[src/rtl/sseg_pkg.sv]
// Shared seven-segment definitions for the reader (and later the encoder).
// Contents:
//   S0..S9, SBLANK : active-low segment patterns, bit6=a ... bit0=g
//   decode()       : pattern -> {legal, bcd[3:0]}; any non-digit pattern is illegal
//   state_e        : reader FSM states {COLLECT, HOLD}
package sseg_pkg;

    localparam logic [6:0] S0     = 7'b0000001;
    localparam logic [6:0] S1     = 7'b1001111;
    localparam logic [6:0] S2     = 7'b0010010;
    localparam logic [6:0] S3     = 7'b0000110;
    localparam logic [6:0] S4     = 7'b1001100;
    localparam logic [6:0] S5     = 7'b0100100;
    localparam logic [6:0] S6     = 7'b0100000;
    localparam logic [6:0] S7     = 7'b0001111;
    localparam logic [6:0] S8     = 7'b0000000;
    localparam logic [6:0] S9     = 7'b0000100;
    localparam logic [6:0] SBLANK = 7'b1111111;

    typedef enum logic {COLLECT = 1'b0, HOLD = 1'b1} state_e;

    // Returns {legal, bcd}. Illegal patterns (blank included) return all zeros.
    function automatic logic [4:0] decode(input logic [6:0] pat);
        case (pat)
            S0:      return {1'b1, 4'd0};
            S1:      return {1'b1, 4'd1};
            S2:      return {1'b1, 4'd2};
            S3:      return {1'b1, 4'd3};
            S4:      return {1'b1, 4'd4};
            S5:      return {1'b1, 4'd5};
            S6:      return {1'b1, 4'd6};
            S7:      return {1'b1, 4'd7};
            S8:      return {1'b1, 4'd8};
            S9:      return {1'b1, 4'd9};
            default: return 5'b0_0000;
        endcase
    endfunction

endpackage

[src/rtl/sseg_reader_if.sv]
// Bus between the seven-segment source / value consumer and sseg_reader.
// Signals:
//   seg_in[6:0]  segment pattern (active-low), digit_sel (0 ones, 1 tens),
//   seg_strobe   one-cycle qualifier for seg_in/digit_sel,
//   data_out[5:0], data_valid, data_ready : value handshake,
//   pattern_err, range_err                : one-cycle error pulses.
// Modports: master = stimulus/consumer side, slave = reader side.
interface sseg_reader_if;
    logic [6:0] seg_in;
    logic       digit_sel;
    logic       seg_strobe;
    logic [5:0] data_out;
    logic       data_valid;
    logic       data_ready;
    logic       pattern_err;
    logic       range_err;

    modport master (
        output seg_in, digit_sel, seg_strobe, data_ready,
        input  data_out, data_valid, pattern_err, range_err
    );

    modport slave (
        input  seg_in, digit_sel, seg_strobe, data_ready,
        output data_out, data_valid, pattern_err, range_err
    );
endinterface

[src/rtl/sseg_digit_tracker.sv]
// Stability tracker for one digit position.
// Holds the last legal pattern, a saturating match counter and a lock flag.
// Ports:
//   clk, reset       : clock, synchronous active-high reset
//   clear            : synchronous clear back to the reset state (wins over update)
//   update           : a strobe addressed to this digit
//   legal, pattern   : decoded legality and raw pattern of the strobe
//   bcd_in           : decoded digit of the strobe
//   lock_upd/bcd_upd : lock and digit as they will be after this edge (ignoring
//                      clear), so the parent can complete a value in the same cycle
import sseg_pkg::*;

module sseg_digit_tracker #(
    parameter int STABLE_COUNT = 4
) (
    input  logic       clk,
    input  logic       reset,
    input  logic       clear,
    input  logic       update,
    input  logic       legal,
    input  logic [6:0] pattern,
    input  logic [3:0] bcd_in,
    output logic       lock_upd,
    output logic [3:0] bcd_upd
);

    localparam int              CW     = $clog2(STABLE_COUNT + 1);
    localparam logic [CW-1:0]   TARGET = CW'(STABLE_COUNT);
    localparam logic [CW-1:0]   ONE    = CW'(1);

    logic [6:0]    pat_q,  pat_n;
    logic [3:0]    bcd_q,  bcd_n;
    logic [CW-1:0] cnt_q,  cnt_n;
    logic          lock_q, lock_n;

    // NOTE: every output of this block gets a default first, so no path
    // leaves a variable unassigned and no latch is inferred.
    always_comb begin
        pat_n  = pat_q;
        bcd_n  = bcd_q;
        cnt_n  = cnt_q;
        lock_n = lock_q;
        if (update) begin
            if (!legal) begin
                pat_n  = SBLANK;
                bcd_n  = 4'd0;
                cnt_n  = '0;
                lock_n = 1'b0;
            end else if (pattern == pat_q) begin
                if (cnt_q != TARGET)
                    cnt_n = cnt_q + ONE;
                lock_n = (cnt_n == TARGET);
            end else begin
                // A new digit restarts the run; with STABLE_COUNT=1 it locks at once.
                pat_n  = pattern;
                bcd_n  = bcd_in;
                cnt_n  = ONE;
                lock_n = (ONE == TARGET);
            end
        end
    end

    assign lock_upd = lock_n;
    assign bcd_upd  = bcd_n;

    // NOTE: state registers use non-blocking assignments so every flop
    // samples the pre-edge values regardless of statement order.
    always_ff @(posedge clk) begin
        if (reset || clear) begin
            pat_q  <= SBLANK;
            bcd_q  <= 4'd0;
            cnt_q  <= '0;
            lock_q <= 1'b0;
        end else begin
            pat_q  <= pat_n;
            bcd_q  <= bcd_n;
            cnt_q  <= cnt_n;
            lock_q <= lock_n;
        end
    end

endmodule

[src/rtl/sseg_reader.sv]
// Seven-segment reader: decodes a strobed two-digit display bus back to a
// binary value (0..MAX_VALUE) and offers it on a valid/ready handshake.
// Ports:
//   clk    : system clock
//   reset  : synchronous active-high reset
//   bus    : sseg_reader_if.slave (segment bus in, value handshake and error
//            pulses out)
import sseg_pkg::*;

module sseg_reader #(
    parameter int STABLE_COUNT = 4,
    parameter int MAX_VALUE    = 31
) (
    input  logic clk,
    input  logic reset,
    sseg_reader_if.slave bus
);

    localparam logic [0:0] ST_COLLECT = 1'(COLLECT);
    localparam logic [0:0] ST_HOLD    = 1'(HOLD);
    localparam logic [6:0] MAX_V      = 7'(MAX_VALUE);

    logic [0:0] state;
    logic [5:0] data_out_q;
    logic       data_valid_q;
    logic       pattern_err_q;
    logic       range_err_q;

    logic [4:0] dec;
    logic       legal;
    logic [3:0] bcd;
    logic       collecting;
    logic       upd_ones, upd_tens;
    logic       ones_lock, tens_lock;
    logic [3:0] ones_bcd, tens_bcd;
    logic [6:0] value;
    logic       complete;
    logic       in_range;
    logic       accept;
    logic       clear_trk;

    assign dec        = decode(bus.seg_in);
    assign legal      = dec[4];
    assign bcd        = dec[3:0];

    // Strobes only reach the trackers while collecting; in HOLD they are dropped.
    assign collecting = (state == ST_COLLECT);
    assign upd_ones   = collecting && bus.seg_strobe && !bus.digit_sel;
    assign upd_tens   = collecting && bus.seg_strobe &&  bus.digit_sel;

    // Combine from the trackers' post-edge view so the result registers on
    // the same edge as the completing strobe.
    assign value      = ({3'b000, tens_bcd} * 7'd10) + {3'b000, ones_bcd};
    assign complete   = collecting && ones_lock && tens_lock;
    assign in_range   = (value <= MAX_V);
    assign accept     = (state == ST_HOLD) && data_valid_q && bus.data_ready;
    assign clear_trk  = (complete && !in_range) || accept;

    sseg_digit_tracker #(.STABLE_COUNT(STABLE_COUNT)) u_ones (
        .clk      (clk),
        .reset    (reset),
        .clear    (clear_trk),
        .update   (upd_ones),
        .legal    (legal),
        .pattern  (bus.seg_in),
        .bcd_in   (bcd),
        .lock_upd (ones_lock),
        .bcd_upd  (ones_bcd)
    );

    sseg_digit_tracker #(.STABLE_COUNT(STABLE_COUNT)) u_tens (
        .clk      (clk),
        .reset    (reset),
        .clear    (clear_trk),
        .update   (upd_tens),
        .legal    (legal),
        .pattern  (bus.seg_in),
        .bcd_in   (bcd),
        .lock_upd (tens_lock),
        .bcd_upd  (tens_bcd)
    );

    always_ff @(posedge clk) begin
        if (reset) begin
            state         <= ST_COLLECT;
            data_out_q    <= 6'd0;
            data_valid_q  <= 1'b0;
            pattern_err_q <= 1'b0;
            range_err_q   <= 1'b0;
        end else begin
            // An illegal strobe clears a tracker, so it can never also
            // complete a value: the two error pulses are exclusive.
            pattern_err_q <= upd_ones || upd_tens ? !legal : 1'b0;
            range_err_q   <= complete && !in_range;
            case (state)
                ST_COLLECT: begin
                    if (complete && in_range) begin
                        data_out_q   <= value[5:0];
                        data_valid_q <= 1'b1;
                        state        <= ST_HOLD;
                    end
                end
                ST_HOLD: begin
                    if (accept) begin
                        data_valid_q <= 1'b0;
                        state        <= ST_COLLECT;
                    end
                end
                default: state <= ST_COLLECT;
            endcase
        end
    end

    assign bus.data_out    = data_out_q;
    assign bus.data_valid  = data_valid_q;
    assign bus.pattern_err = pattern_err_q;
    assign bus.range_err   = range_err_q;

endmodule

[src/flat_wrapper.sv]
// flat-port wrapper written by rule: the top's interface ports become plain ports
module sseg_reader_flat 
#(
    parameter int STABLE_COUNT = 4,
    parameter int MAX_VALUE    = 31
)
  (clk, reset, bus_seg_in, bus_digit_sel, bus_seg_strobe, bus_data_ready, bus_data_out, bus_data_valid, bus_pattern_err, bus_range_err);
  sseg_reader_if bus_i ();
  input  logic clk;
  input  logic reset;
  input wire logic [$bits(bus_i.seg_in)-1:0] bus_seg_in;
  input wire logic [$bits(bus_i.digit_sel)-1:0] bus_digit_sel;
  input wire logic [$bits(bus_i.seg_strobe)-1:0] bus_seg_strobe;
  input wire logic [$bits(bus_i.data_ready)-1:0] bus_data_ready;
  output wire logic [$bits(bus_i.data_out)-1:0] bus_data_out;
  output wire logic [$bits(bus_i.data_valid)-1:0] bus_data_valid;
  output wire logic [$bits(bus_i.pattern_err)-1:0] bus_pattern_err;
  output wire logic [$bits(bus_i.range_err)-1:0] bus_range_err;
  assign bus_i.seg_in = bus_seg_in;
  assign bus_i.digit_sel = bus_digit_sel;
  assign bus_i.seg_strobe = bus_seg_strobe;
  assign bus_i.data_ready = bus_data_ready;
  assign bus_data_out = bus_i.data_out;
  assign bus_data_valid = bus_i.data_valid;
  assign bus_pattern_err = bus_i.pattern_err;
  assign bus_range_err = bus_i.range_err;
  sseg_reader #(.STABLE_COUNT(STABLE_COUNT), .MAX_VALUE(MAX_VALUE)) u_core (.clk(clk), .reset(reset), .bus(bus_i));
endmodule
[config.mk]
export PLATFORM = sky130hd
export DESIGN_NAME = sseg_reader_flat
export DESIGN_NICKNAME = d
export VERILOG_FILES = /design/src/rtl/sseg_pkg.sv /design/src/rtl/sseg_reader_if.sv /design/src/rtl/sseg_digit_tracker.sv /design/src/rtl/sseg_reader.sv /design/src/flat_wrapper.sv
export SDC_FILE = /design/constraint.sdc
export NUM_CORES = 1
export LEC_CHECK = 0
export ABC_AREA = 1
export CORE_MARGIN = 8
export CORE_UTILIZATION = 50
export CTS_CLUSTER_DIAMETER = 30
export DETAILED_ROUTE_END_ITERATION = 12
export HOLD_SLACK_MARGIN = 0.03
export PLACE_DENSITY_LB_ADDON = 0.25
export SYNTH_ARGS = -nofsm -noshare
export SYNTH_HDL_FRONTEND = slang
export SYNTH_SLANG_ARGS = --single-unit
[constraint.sdc]
create_clock -name clk -period 4.97 [get_ports clk]
set_clock_uncertainty 0.15 [all_clocks]
set_input_delay 0.7455 -clock clk [delete_from_list [all_inputs] [get_ports clk]]
set_output_delay 0.7455 -clock clk [all_outputs]
set_load 0.005 [all_outputs]
==> results.sh <==
export IMPL_drive_gt1_share_pct=17.7
export IMPL_ctsHoldBuffers=0
export IMPL_synthCells=368
export IMPL_clock_sinks=40
export IMPL_ys_seq_elements=40
export IMPL_utilization_pct=59.9
export IMPL_fmax_ghz=0.227
export IMPL_grt_use_met1_pct=20.9
export IMPL_clkTransAtPathRegs_ns=0.07
export IMPL_multi_input_area_sq_um=1580
export IMPL_clk_latency_ns=0.29
export IMPL_antenna_found_initial=0
export IMPL_layout_area_seq_sq_um=801
export IMPL_areaGrowthSynthToFinish_pct=16.6
export IMPL_h_tree_depth=2
export IMPL_synthMuxAreaShare_pct=0
export IMPL_syn_cell_area_sq_um=2590
export IMPL_synth_area_top_cells="dfxtp_1 31%, nand2_1 17%, ha_1 5.3%"
export IMPL_fill_cells=488
export IMPL_fp_row_count=26
export IMPL_wl_per_cell_um=11.9
export IMPL_die_h_um=88.0
export IMPL_die_w_um=88.0
export IMPL_yosys_area_share_simple_pct=43.5
export IMPL_met2_usage_pct=25.6
export IMPL_drt_wl_total_um=5590
export IMPL_grt_pass1_vias=2103
export IMPL_vias=2262
export IMPL_worstMarginPinSlew_ns=0.349
export IMPL_syn_nets=393
export IMPL_gp_congestion=0.893
export IMPL_numCtsBuffers=5
export IMPL_p_per_area_nw_per_um2=227
export IMPL_crit_required_ns=5.00
export IMPL_startpoint_type="primary input"
export IMPL_cts_resized=0
export IMPL_cts_root_buffer="clkbuf_8"
export IMPL_synth_compound_area_share_pct=5.56
export IMPL_slew_headroom_pct=76.5
export IMPL_synth_xor_area_share_pct=5.02
export IMPL_grt_pass1_wl_um=9670
export IMPL_slew_violations=0
export IMPL_viasPerCell=4.80
export IMPL_drt_initial_drc_count=138
export IMPL_synth_top_cell_area_share_pct=30.9
export IMPL_port_buffers=20
export IMPL_grt_total_usage_pct=15.8
export IMPL_leakage_nw=1.43
export IMPL_fin_crit_sh_pct=88.5
export IMPL_setup_viol=0
export IMPL_post_dp_cell_area_sq_um=2940
export IMPL_dr_pass1_iters=4
export IMPL_dp_final_hpwl_um=4550
export IMPL_cts_buffer_depth=2
export IMPL_nets=426
export IMPL_hold_viol_final=0
export IMPL_hold_path_class="flip-flop to flip-flop"
export IMPL_ios=21
export IMPL_ys_types=32
export IMPL_synth_adder_area_share_pct=6.86
export IMPL_post_cts_setup_buffer_count=0
export IMPL_finalInstanceArea_sq_um=3020
export IMPL_path_max_fanout=14
export IMPL_crit_type="primary input to flip-flop"
export IMPL_worstPathArrival_ns=4.43
export IMPL_cts_tree="built"
export IMPL_min_period_ns=4.40
export IMPL_ir_worst_vdd_mv=0.257
export IMPL_synth_top_area_cell="dfxtp_1"
export IMPL_cp_end_kind="flip-flop"
export IMPL_setup_tns_ns=0
export IMPL_avgSynthCellArea_sq_um=7.04
export IMPL_grt_max_degree=17
export IMPL_yosysSeqAreaShare_pct=30.9
export IMPL_grt_use_met3_pct=2.81
export IMPL_initial_utilization_pct=51.4
export IMPL_n_antenna_cell=0
export IMPL_antenna_left=0
export IMPL_run_status="completed"
export IMPL_core_area_sq_um=5040
export IMPL_synth_top_family_by_area="simple AND/OR/NAND/NOR gates"
export IMPL_drt_drc_violations_left=0
export IMPL_grt_busiest_layer="met2"
export IMPL_overflow=0
export IMPL_rsz0062_at_grt="no"
export IMPL_die_area_sq_um=7740
export IMPL_cap_violations=0
export IMPL_yosysWarnings=0
layout by cell type (no fill, tap or decap), types with 11 or more instances in the layout:
master,n
nand2_1,115
nor2_1,34
clkdlybuf4s50_1,20
ha_1,11
nand3_1,25
nor2_2,11
buf_4,11
dfxtp_1,40
inv_1,35
flip-flops by register name, summed over array words and instances, names as in the netlist:
register	flops
u_core.u_ones.pat_q	7
u_core.bus.pattern_err	1
u_core.state	1
u_core.u_ones.bcd_q	4
u_core.u_tens.cnt_q	3
u_core.bus.range_err	1
u_core.bus.data_out	6
u_core.u_tens.bcd_q	4
u_core.u_tens.pat_q	7
u_core.u_tens.lock_q	1
u_core.u_ones.lock_q	1
u_core.bus.data_valid	1
u_core.u_ones.cnt_q	3
per-layer routing:
layer	wire, um	part of all wire (%)	up-vias
met1	2710	49	1006
met2	2640	47	30
li1	-	-	1219
met3	189	3.4	7
met5	0	0	-
met4	51	0.91	0
report_power, final:
group	switching, mW	internal, mW
clock network	0.112	0.0951
logic	0.0815	0.0566
registers	0.00833	0.332
final cells by class:
type                            count  share of cell area (%)
Clock buffer                        5                    2.28
Clock inverter                      2                   0.414
Inverter                           45                    5.59
Multi-Input combinational cell    277                    52.3
Sequential cell                    40                    26.5
Tap cell                           70                    2.90
Timing Repair Buffer               32                    10.0
Yosys cell counts:
cell and number:
fa_1 2, nand2_4 5, a22oi_1 1, nand3_4 2
nor2_4 1, buf_6 2, or2_2 3, xnor2_1 8
o21ai_0 6, xor2_1 5, nand2_1 115, nand2_2 6
nand3_1 25, nor2_8 2, nor2_2 11, and2_1 1
nor2_1 34, buf_2 3, inv_1 35, nand4_1 9
o21ai_1 2, clkbuf_1 1, ha_1 11, o21a_1 4
inv_2 10, nor3_1 1, nand3_2 10, xor2_2 1
a21oi_4 1, nor3b_1 1, dfxtp_1 40, a21oi_1 10
cell families (layout without fill, tap and decap cells):
| group | after synthesis | in the layout |
|---|---|---|
| xor+xnor | 14 | 14 |
| fa+ha+maj | 13 | 13 |
| buf+inv | 51 | 84 |
| flops | 40 | 40 |
| compound gates | 24 | 24 |
| simple gates | 226 | 226 |
through the flow:
step	worst slack, ns	power, mW	instances	hold WS [ns]
floorplan	0.726	0.442	368	0.291
global placement	0.337	0.484	464	0.284
detailed placement	0.266	0.486	464	0.290
CTS	0.572	0.690	471	0.301
global route	0.195	0.723	471	0.316
finish	0.570	0.685	471	0.295
worst max-delay path, cell delays in order:
cell and delay, ns:
clkdlybuf4s50_1 0.60, inv_2 0.11, nand2_1 0.07, nor2_1 0.06, nand2_1 0.08, nand2_2 0.09
nor2_8 0.16, nand3_4 0.10, nand2_1 0.12, nand2_1 0.07, o21a_1 0.13, ha_1 0.29
ha_1 0.14, inv_1 0.05, fa_1 0.50, nor2_1 0.06, or2_2 0.26, nand2_1 0.07
nand3_1 0.12, nand2_4 0.13, nand2_4 0.07, a21oi_4 0.14, buf_12 0.16, nand3_1 0.07
final timing paths:
| kind | cells after the start | start | to | slack (ns) |
|---|---|---|---|---|
| worst max-delay path | 24 | bus_seg_in[3] | u_core.u_ones.pat_q[5] | 0.57 |
| worst max register to register | 21 | u_core.u_tens.pat_q[0] | u_core.u_ones.pat_q[5] | 1.31 |
| worst min register to register | 2 | u_core.bus.data_out[5] | u_core.bus.data_out[5] | 0.29 |
| worst min-delay path | 2 | u_core.bus.data_out[5] | u_core.bus.data_out[5] | 0.29 |
Power figures use the tool's default switching activity.
